**src/rtl/decode_pkg.sv**
```systemverilog
// Shared constants for the decode stage and the controller that produces CtrlIn.
// Field indices here must track the controller's control-word layout.
package decode_pkg;

  localparam int DEF_DATA_W      = 32;
  localparam int DEF_NREGS       = 32;
  localparam int DEF_CTRL_W      = 24;
  localparam int DEF_STALL_CNT_W = 16;

  localparam int REG_ZERO = 0;

  localparam int MEMREAD_BIT  = 0;
  localparam int MEMWRITE_BIT = 1;
  localparam int REGWRITE_BIT = 2;
  localparam int ALUSRC_BIT   = 3;
  localparam int MEMTOREG_BIT = 4;
  localparam int BRANCH_BIT   = 5;

endpackage

```
**src/rtl/regfile_2w2r.sv**
```systemverilog
// Register file with two combinational read ports and two write ports (writeback, link).
// Reads see same-cycle writes; link beats writeback when both target the same index.
module regfile_2w2r #(
  parameter int DATA_W   = 32,
  parameter int NREGS    = 32,
  parameter int LINK_REG = NREGS - 1,
  localparam int AW      = $clog2(NREGS)
) (
  input  logic              i_clk,
  input  logic              i_resetN,
  input  logic [AW-1:0]     i_rdAddr1,
  input  logic [AW-1:0]     i_rdAddr2,
  output logic [DATA_W-1:0] o_rdData1,
  output logic [DATA_W-1:0] o_rdData2,
  input  logic              i_wbWrite,
  input  logic [AW-1:0]     i_wbReg,
  input  logic [DATA_W-1:0] i_wbData,
  input  logic              i_linkWrite,
  input  logic [DATA_W-1:0] i_linkData
);
  import decode_pkg::*;

  localparam logic [AW-1:0] LINK_IDX = AW'(LINK_REG);
  localparam logic [AW-1:0] ZERO_IDX = AW'(REG_ZERO);

  logic [DATA_W-1:0] r_regs [NREGS];

  logic w_wbEn;
  logic w_linkEn;

  assign w_wbEn   = i_wbWrite && (i_wbReg != ZERO_IDX);
  assign w_linkEn = i_linkWrite && (LINK_IDX != ZERO_IDX);

  // The link write is issued last so it overrides a writeback to the same index.
  always_ff @(posedge i_clk) begin
    if (!i_resetN) begin
      for (int i = 0; i < NREGS; i++) r_regs[i] <= '0;
    end else begin
      if (w_wbEn)   r_regs[i_wbReg] <= i_wbData;
      if (w_linkEn) r_regs[LINK_IDX] <= i_linkData;
    end
  end

  function automatic logic [DATA_W-1:0] readPort(input logic [AW-1:0] addr);
    if (addr == ZERO_IDX)                   return '0;
    else if (w_linkEn && addr == LINK_IDX)  return i_linkData;
    else if (w_wbEn && addr == i_wbReg)     return i_wbData;
    else                                    return r_regs[addr];
  endfunction

  assign o_rdData1 = readPort(i_rdAddr1);
  assign o_rdData2 = readPort(i_rdAddr2);

endmodule

```
**src/rtl/decode_stage_pipelined.sv**
```systemverilog
// Pipelined decode stage: register read, immediate/PC+4 generation, load-use
// hazard detection and a handshaked ID/EX register with flush and stall counter.
module decode_stage_pipelined #(
  parameter int DATA_W      = decode_pkg::DEF_DATA_W,
  parameter int NREGS       = decode_pkg::DEF_NREGS,
  parameter int CTRL_W      = decode_pkg::DEF_CTRL_W,
  parameter int MEMREAD_BIT = decode_pkg::MEMREAD_BIT,
  parameter int LINK_REG    = NREGS - 1,
  parameter int STALL_CNT_W = decode_pkg::DEF_STALL_CNT_W,
  localparam int REG_AW     = $clog2(NREGS)
) (
  input  logic                   Clk,
  input  logic                   Reset,
  input  logic                   InValid,
  output logic                   InReady,
  input  logic [31:0]            Instruction,
  input  logic [DATA_W-1:0]      PCResult,
  input  logic [CTRL_W-1:0]      CtrlIn,
  input  logic                   UsesRt,
  input  logic                   ZeroExt,
  input  logic                   Flush,
  input  logic                   WbWrite,
  input  logic [REG_AW-1:0]      WbReg,
  input  logic [DATA_W-1:0]      WbData,
  input  logic                   LinkWrite,
  input  logic [DATA_W-1:0]      LinkData,
  output logic                   OutValid,
  input  logic                   OutReady,
  output logic [DATA_W-1:0]      ReadData1,
  output logic [DATA_W-1:0]      ReadData2,
  output logic [DATA_W-1:0]      ImmExt,
  output logic [REG_AW-1:0]      Rs,
  output logic [REG_AW-1:0]      Rt,
  output logic [REG_AW-1:0]      Rd,
  output logic [DATA_W-1:0]      PCPlus4,
  output logic [CTRL_W-1:0]      CtrlOut,
  output logic [STALL_CNT_W-1:0] StallCount
);
  import decode_pkg::*;

  logic [4:0]             w_rsField, w_rtField, w_rdField;
  logic [REG_AW-1:0]      w_rs, w_rt, w_rd;
  logic [15:0]            w_imm;
  logic [DATA_W-1:0]      w_immExt, w_pcPlus4, w_rdData1, w_rdData2;
  logic                   w_advance, w_hazard;
  logic                   w_unusedOpcode;

  logic                   r_valid;
  logic [DATA_W-1:0]      r_readData1, r_readData2, r_immExt, r_pcPlus4;
  logic [REG_AW-1:0]      r_rs, r_rt, r_rd;
  logic [CTRL_W-1:0]      r_ctrl;
  logic [STALL_CNT_W-1:0] r_stallCount;

  assign w_rsField      = Instruction[25:21];
  assign w_rtField      = Instruction[20:16];
  assign w_rdField      = Instruction[15:11];
  assign w_rs           = REG_AW'(w_rsField);
  assign w_rt           = REG_AW'(w_rtField);
  assign w_rd           = REG_AW'(w_rdField);
  assign w_imm          = Instruction[15:0];
  assign w_unusedOpcode = ^Instruction[31:26];

  assign w_immExt  = ZeroExt ? {{(DATA_W-16){1'b0}}, w_imm}
                             : {{(DATA_W-16){w_imm[15]}}, w_imm};
  assign w_pcPlus4 = PCResult + DATA_W'(4);

  regfile_2w2r #(
    .DATA_W   (DATA_W),
    .NREGS    (NREGS),
    .LINK_REG (LINK_REG)
  ) u_regfile (
    .i_clk       (Clk),
    .i_resetN    (Reset),
    .i_rdAddr1   (w_rs),
    .i_rdAddr2   (w_rt),
    .o_rdData1   (w_rdData1),
    .o_rdData2   (w_rdData2),
    .i_wbWrite   (WbWrite),
    .i_wbReg     (WbReg),
    .i_wbData    (WbData),
    .i_linkWrite (LinkWrite),
    .i_linkData  (LinkData)
  );

  // A load sitting in ID/EX blocks a consumer of its destination for one cycle.
  assign w_advance = !r_valid || OutReady;
  assign w_hazard  = r_valid && r_ctrl[MEMREAD_BIT] && (r_rt != REG_AW'(REG_ZERO)) &&
                     ((r_rt == w_rs) || (UsesRt && (r_rt == w_rt)));
  assign InReady   = Flush || (w_advance && !w_hazard);

  always_ff @(posedge Clk) begin
    if (!Reset) begin
      r_valid      <= 1'b0;
      r_readData1  <= '0;
      r_readData2  <= '0;
      r_immExt     <= '0;
      r_pcPlus4    <= '0;
      r_rs         <= '0;
      r_rt         <= '0;
      r_rd         <= '0;
      r_ctrl       <= '0;
      r_stallCount <= '0;
    end else if (Flush) begin
      r_valid <= 1'b0;
    end else if (w_advance) begin
      if (w_hazard) begin
        r_valid <= 1'b0;
        if (r_stallCount != '1) r_stallCount <= r_stallCount + STALL_CNT_W'(1);
      end else if (InValid) begin
        r_valid     <= 1'b1;
        r_readData1 <= w_rdData1;
        r_readData2 <= w_rdData2;
        r_immExt    <= w_immExt;
        r_pcPlus4   <= w_pcPlus4;
        r_rs        <= w_rs;
        r_rt        <= w_rt;
        r_rd        <= w_rd;
        r_ctrl      <= CtrlIn;
      end else begin
        r_valid <= 1'b0;
      end
    end
  end

  assign OutValid   = r_valid;
  assign ReadData1  = r_readData1;
  assign ReadData2  = r_readData2;
  assign ImmExt     = r_immExt;
  assign PCPlus4    = r_pcPlus4;
  assign Rs         = r_rs;
  assign Rt         = r_rt;
  assign Rd         = r_rd;
  assign CtrlOut    = r_ctrl;
  assign StallCount = r_stallCount;

endmodule

```
**config.mk**
```make
export PLATFORM = sky130hd
export DESIGN_NAME = decode_stage_pipelined
export DESIGN_NICKNAME = d
export VERILOG_FILES = /design/src/rtl/decode_pkg.sv /design/src/rtl/regfile_2w2r.sv /design/src/rtl/decode_stage_pipelined.sv
export SDC_FILE = /design/constraint.sdc
export NUM_CORES = 2
export LEC_CHECK = 0
export BUFFER_PORTS_ARGS = -buffer_cell sky130_fd_sc_hd__buf_2
export CORE_MARGIN = 3
export CORE_UTILIZATION = 40
export DETAILED_ROUTE_END_ITERATION = 10
export HOLD_SLACK_MARGIN = 0.05
export PLACE_DENSITY_LB_ADDON = 0.3
export SLEW_MARGIN = 10
export SYNTH_ARGS = -nofsm -noshare
export SYNTH_HDL_FRONTEND = slang
export SYNTH_HIERARCHICAL = 1
export SYNTH_SLANG_ARGS = --single-unit
```
**constraint.sdc**
```tcl
create_clock -name Clk -period 8.9 [get_ports Clk]
set_clock_uncertainty 0.1 [all_clocks]
set_input_delay 0.445 -clock Clk [delete_from_list [all_inputs] [get_ports Clk]]
set_output_delay 0.445 -clock Clk [all_outputs]
set_load 0.1 [all_outputs]
```
After elaboration in Yosys (flattened, before gate mapping)
Memory sizes are Yosys's and may differ from the RTL's.
Cells that the tools add are included.
- register bits after elaboration: 184
- memory bits (writable): 1024
- output and inout bits: 185
- logic and storage cells: 71
- memories: 1
- add/sub/neg operators: 2
- equal/unequal tests: 8
- multiplexer cells: 20
- bitwise gates (word level): 7
- reduce and logical (&&, ||, !) cells: 23
- memory list (memory ; words ; bits a word ; rd ports ; clocked after memory_dff ; wr ports ; line ; RTL):
    u_regfile.r_regs ; 32 ; 32 ; 2 ; 0 ; 32 ; regfile_2w2r.sv:26 ; logic [DATA_W-1:0] r_regs [NREGS];
- operators with widths (kind ; count):
    $mux 32 ; 9
    $add 32x3->32 const B ; 1
    $reduce_or 32->1 ; 1
    $eq 5x5->1 ; 4
    $add 16x1->16 const B ; 1
    $ne 16x16->1 const B ; 1
    $eq 5x5->1 const B ; 3
    $logic_and 1x1->1 ; 10
    $logic_not 5->1 ; 2
    $mux 1 ; 10
    $reduce_bool 5->1 ; 2
    $reduce_and 4->1 ; 2
    $mux 5 ; 1
    $not 1->1 ; 4
    $logic_or 1x1->1 ; 3
    $and 1x1->1 ; 2
    $logic_not 1->1 ; 2
    $reduce_or 2->1 ; 1
    $or 1x1->1 ; 1

Depth between registers and ports, before layout
- depth after elaboration: 8
- gate-level depth with buffers: 12

Modules after synthesis
Netlist, hierarchy kept.
- modules (own cells, without submodules) (module ; instances ; cells each ; area an instance (um^2)):
    regfile_2w2r ; 1 ; 3751 ; 55401.9
    decode_stage_pipelined ; 1 ; 822 ; 6971.7

Least setup slack after synthesis
Ideal clock, no wire load.
- path kind: in2reg
- start: input port WbReg[2]
- end: memory u_regfile.r_regs[16][0] (enable)
- arrival time: 3.532 ns
- slack: 4.803 ns
- stages on the path: 4
- path buffers: 2
- cells stage by stage: buf_2 or3b_2 clkbuf_1 o21ai_0
- RTL lines (element ; line ; RTL):
    from (decl) ; decode_stage_pipelined.sv:23 ; input logic [REG_AW-1:0] WbReg,
    to (decl) ; regfile_2w2r.sv:26 ;

Worst setup path after layout
- start: input port Instruction[20]
- end: register r_readData2[30], in the netlist ReadData2[30]
- RTL lines (element ; line ; RTL):
    from (decl) ; decode_stage_pipelined.sv:16 ; input logic [31:0] Instruction,
    branches (longest 4 deep; another with $mem_v2 32x32) ; - ;
    $mux 32 * ; regfile_2w2r.sv:45 ; if (addr == ZERO_IDX) return '0;
    via w_rdData2[30] ; decode_stage_pipelined.sv:44 ; logic [DATA_W-1:0] w_immExt, w_pcPlus4, w_rdData1, w_rdData2;
    to (signal assigned) ; decode_stage_pipelined.sv:112 ; r_readData2 <= w_rdData2;
    to (decl) ; decode_stage_pipelined.sv:49 ; logic [DATA_W-1:0] r_readData1, r_readData2, r_immExt, r_pcPlus4;
Mark *: on every way through the listed nets, which the timed path passes.
A chain may end at the register's enable or synchronous reset.

==> results.yml <==
synthesis:
  yosys_warnings: 6
  yosysTopAreaCell: "edfxtp_1"
  synth_flop_cell: "edfxtp_1"
  synth-simple-area-share: 0.146
  yosysTopAreaCellShare: 0.493
  synthMostInstantiatedCell: "edfxtp_1"
  async_reset_ff_frac: 0
  ys_ff_latch: 1188
  synth_edf_count: 1024
  syn_area_um2: 62400
  synthAdderAreaFrac: 0.000401
  muxShareOfSynthArea: 0.197
  syn_inst: 4573
  synth_area_leaders: "edfxtp_1, mux4_2, and2_1"
  synth_xor_area_frac: 0.00744
  ys_seq_area_frac: 0.546
  synth.distinct_cells: 70
  synth_compound_area_frac: 0.0639
  synth_common_cells: "edfxtp_1, and2_1, mux4_2, clkbuf_1, nand3_1"
  synth_top_family_by_area: "multiplexers"
  syn_avg_cell_area_um2: 13.6
clock_network:
  post-cts-setup-buffers: 0
  clockBufferDepth: 3
  tritoncts: "done"
  clock_sinks: 1188
  cts_inserted_buffers: 130
  cts.clk_slew.worst_paths_ns: 0.06
  htree_num_levels: 4
  cts_root_buf: "clkbuf_16"
  insertion_delay_ns: 0.79
sta:
  fmax_mhz: 247
  final-hold-violation-count: 0
  worst_hold_slack_ns: 0.0843
  relSlewSlack: 0.0555
  worst_slew_pin_slew_ns: 1.42
  rsz0062_at_grt: "false"
  slew_violations: 0
  period_minus_slack_ns: 4.05
  post-route-period-util: 0.455
  finalSetupViolCount: 0
  fin_setup_tns_ns: 0
setup_path:
  critPathLaunchType: "primary input"
  cp_num_buf_inv: 4
  worstPathRequired_ns: 9.49
  cpPeakStageDelay_ns: 0.87
  crit_chain: "dlygate4sd3_1 -> buf_4 -> buf_4 -> or3_2 -> o32ai_1 -> a31oi_4 -> buf_4 -> o211ai_1 -> o22ai_1 -> nand3_1 -> o21ai_0"
  timing_worst_setup_path_type: "primary input to register"
  path_max_fanout: 39
  cp_common_cell: "buf_4"
  crit_path_top_delay_cell: "buf_4"
  worstSetupEndpointType: "register"
  cp.arrival_ns: 4.64
  cp_top_family: "buffers and inverters"
pwr:
  ir_drop_v: 0.000186
  power_density_nw_per_um2: 196
  p_leak_nw: 25.2
floorplan:
  fp.dieW_um: 401
  rows: 144
  die-height_um: 401
  initial_core_util: 0.404
  io_pins: 351
  die_area_um2: 161000
  coreArea_um2: 154000
grt:
  grt_max_degree: 169
  first_global_vias: 42700
  antenna_found_initial: 36
  grt_usage: 0.284
  gr-total-overflow: 0
  grt_first_pass_wirelength_um: 324000
min_path:
  hp-class: "primary input to register"
flow_run:
  maxCapViolCount: 0
routing:
  drc: 0
  first_iter_violations: 7135
  num_vias: 44300
  avgViaCountPerCell: 6.35
  highest_layer: "met5"
  ant_nets: 0
  drt-met1-wl_um: 85000
  route.met3.wl_um: 35000
  first_pass_iters: 6
  drt-total-wl_um: 233000
  dr_wl_met2_um: 101000
  wl_per_cell_um: 33.5
status:
  status: "completed"
layout:
  drive_gt1_frac: 0.253
  area_growth_pct: 14.5
  nFillCells: 13400
  layout.nets: 4979
placement:
  dp_hpwl_um: 135000
  place_congestion: 0.869
  port_buffers: 344
cell type report:
| class | count | area, µm² | share of cell area |
|---|---|---|---|
| antenna | 15 | 37.5 | 0.000525 |
| inverter | 8 | 30.0 | 0.000420 |
| clock inverter | 57 | 584 | 0.00818 |
| clock buffer | 178 | 3690 | 0.0517 |
| tap | 2044 | 2560 | 0.0358 |
| timing repair buffer | 577 | 3850 | 0.0539 |
| multi-input combinational | 2906 | 26600 | 0.373 |
| sequential | 1188 | 34000 | 0.476 |
flip-flops by register name (all words and copies together), names as in the netlist:
| register | flops |
|---|---|
| StallCount | 16 |
| OutValid | 1 |
| ReadData2 | 32 |
| CtrlOut | 24 |
| ReadData1 | 32 |
| Rs | 5 |
| ImmExt | 17 |
| Rt | 5 |
| u_regfile/r_regs | 1024 |
| PCPlus4 | 32 |
placed cells by master (no fill, tap or decap), types with 23 or more instances in the layout:
cell / n
o21ai_4: 30
dlygate4sd3_1: 111
conb_1: 32
nor2_1: 78
o22ai_1: 86
a211oi_2: 23
nand3_1: 226
mux2i_1: 152
clkbuf_16: 136
dfxtp_1: 164
nor2_4: 28
a22oi_1: 43
a22o_1: 62
and2_1: 962
o221ai_1: 30
xor2_1: 31
mux4_2: 460
nand2_1: 217
a211oi_1: 77
clkbuf_1: 29
o21ai_0: 112
edfxtp_1: 1024
buf_2: 337
buf_4: 120
what timing repair did:
action	CTS	global route
setup endpoints to repair	0	0
endpoints found under the hold margin	141	0
resized for setup	0	0
hold buffers	111	0
cells by family (layout without fill, tap and decap cells):
logic type / Yosys count / in the layout
AO/OA/AOI/OAI: 558 / 558
other: 1 / 47
XOR/XNOR: 53 / 53
flip-flops: 1188 / 1188
adder cells (fa/ha/maj): 2 / 2
AND/OR/NAND/NOR: 1624 / 1624
multiplexers: 637 / 637
buffers and inverters: 510 / 820
where the power goes:
group | total, mW | switching, mW | leakage, nW | internal, mW
Clock | 5.49 | 2.31 | 2.10 | 3.18
Combinational | 2.02 | 1.35 | 11.9 | 0.665
Sequential | 6.52 | 0.159 | 11.1 | 6.36
Total | 14.0 | 3.82 | 25.2 | 10.2
per-stage QoR:
stage / cells / cell area, µm² / power (mW) / worst slack [ns] / utilization
floorplan: 4604 / 62500 / 7.89 / 4.80 / -
global placement: 6612 / 66000 / 8.52 / 4.37 / 0.428
detailed placement: 6612 / 66000 / 8.55 / 4.39 / 0.428
CTS: 6958 / 71400 / 14.0 / 5.13 / 0.462
global route: 6960 / 71400 / 14.4 / 4.89 / 0.462
finish: 6973 / 71400 / 14.0 / 4.85 / 0.463
per-layer routing:
metal | GRT usage | vias up
met3 | 0.103 | 669
li1 | - | 17900
met2 | 0.422 | 3449
met1 | 0.372 | 22200
met5 | 0 | -
met4 | 0.128 | 20
final timing paths:
path                                 startpoint            end  slack (ns)  cells after the start
worst max register to register            Rt[0]    PCPlus4[25]        5.55                      7
worst min register to register    ReadData2[12]  ReadData2[12]        0.35                      2
worst min-delay path                PCResult[3]     PCPlus4[3]        0.08                      4
worst max-delay path            Instruction[20]  ReadData2[30]        4.85                     11
worst min-delay path: stages:
cell     delay, ns
buf_2         0.11
ha_1          0.21
nand3_1       0.09
o21ai_0       0.07
No activity file was read; power rests on OpenSTA's default activity.
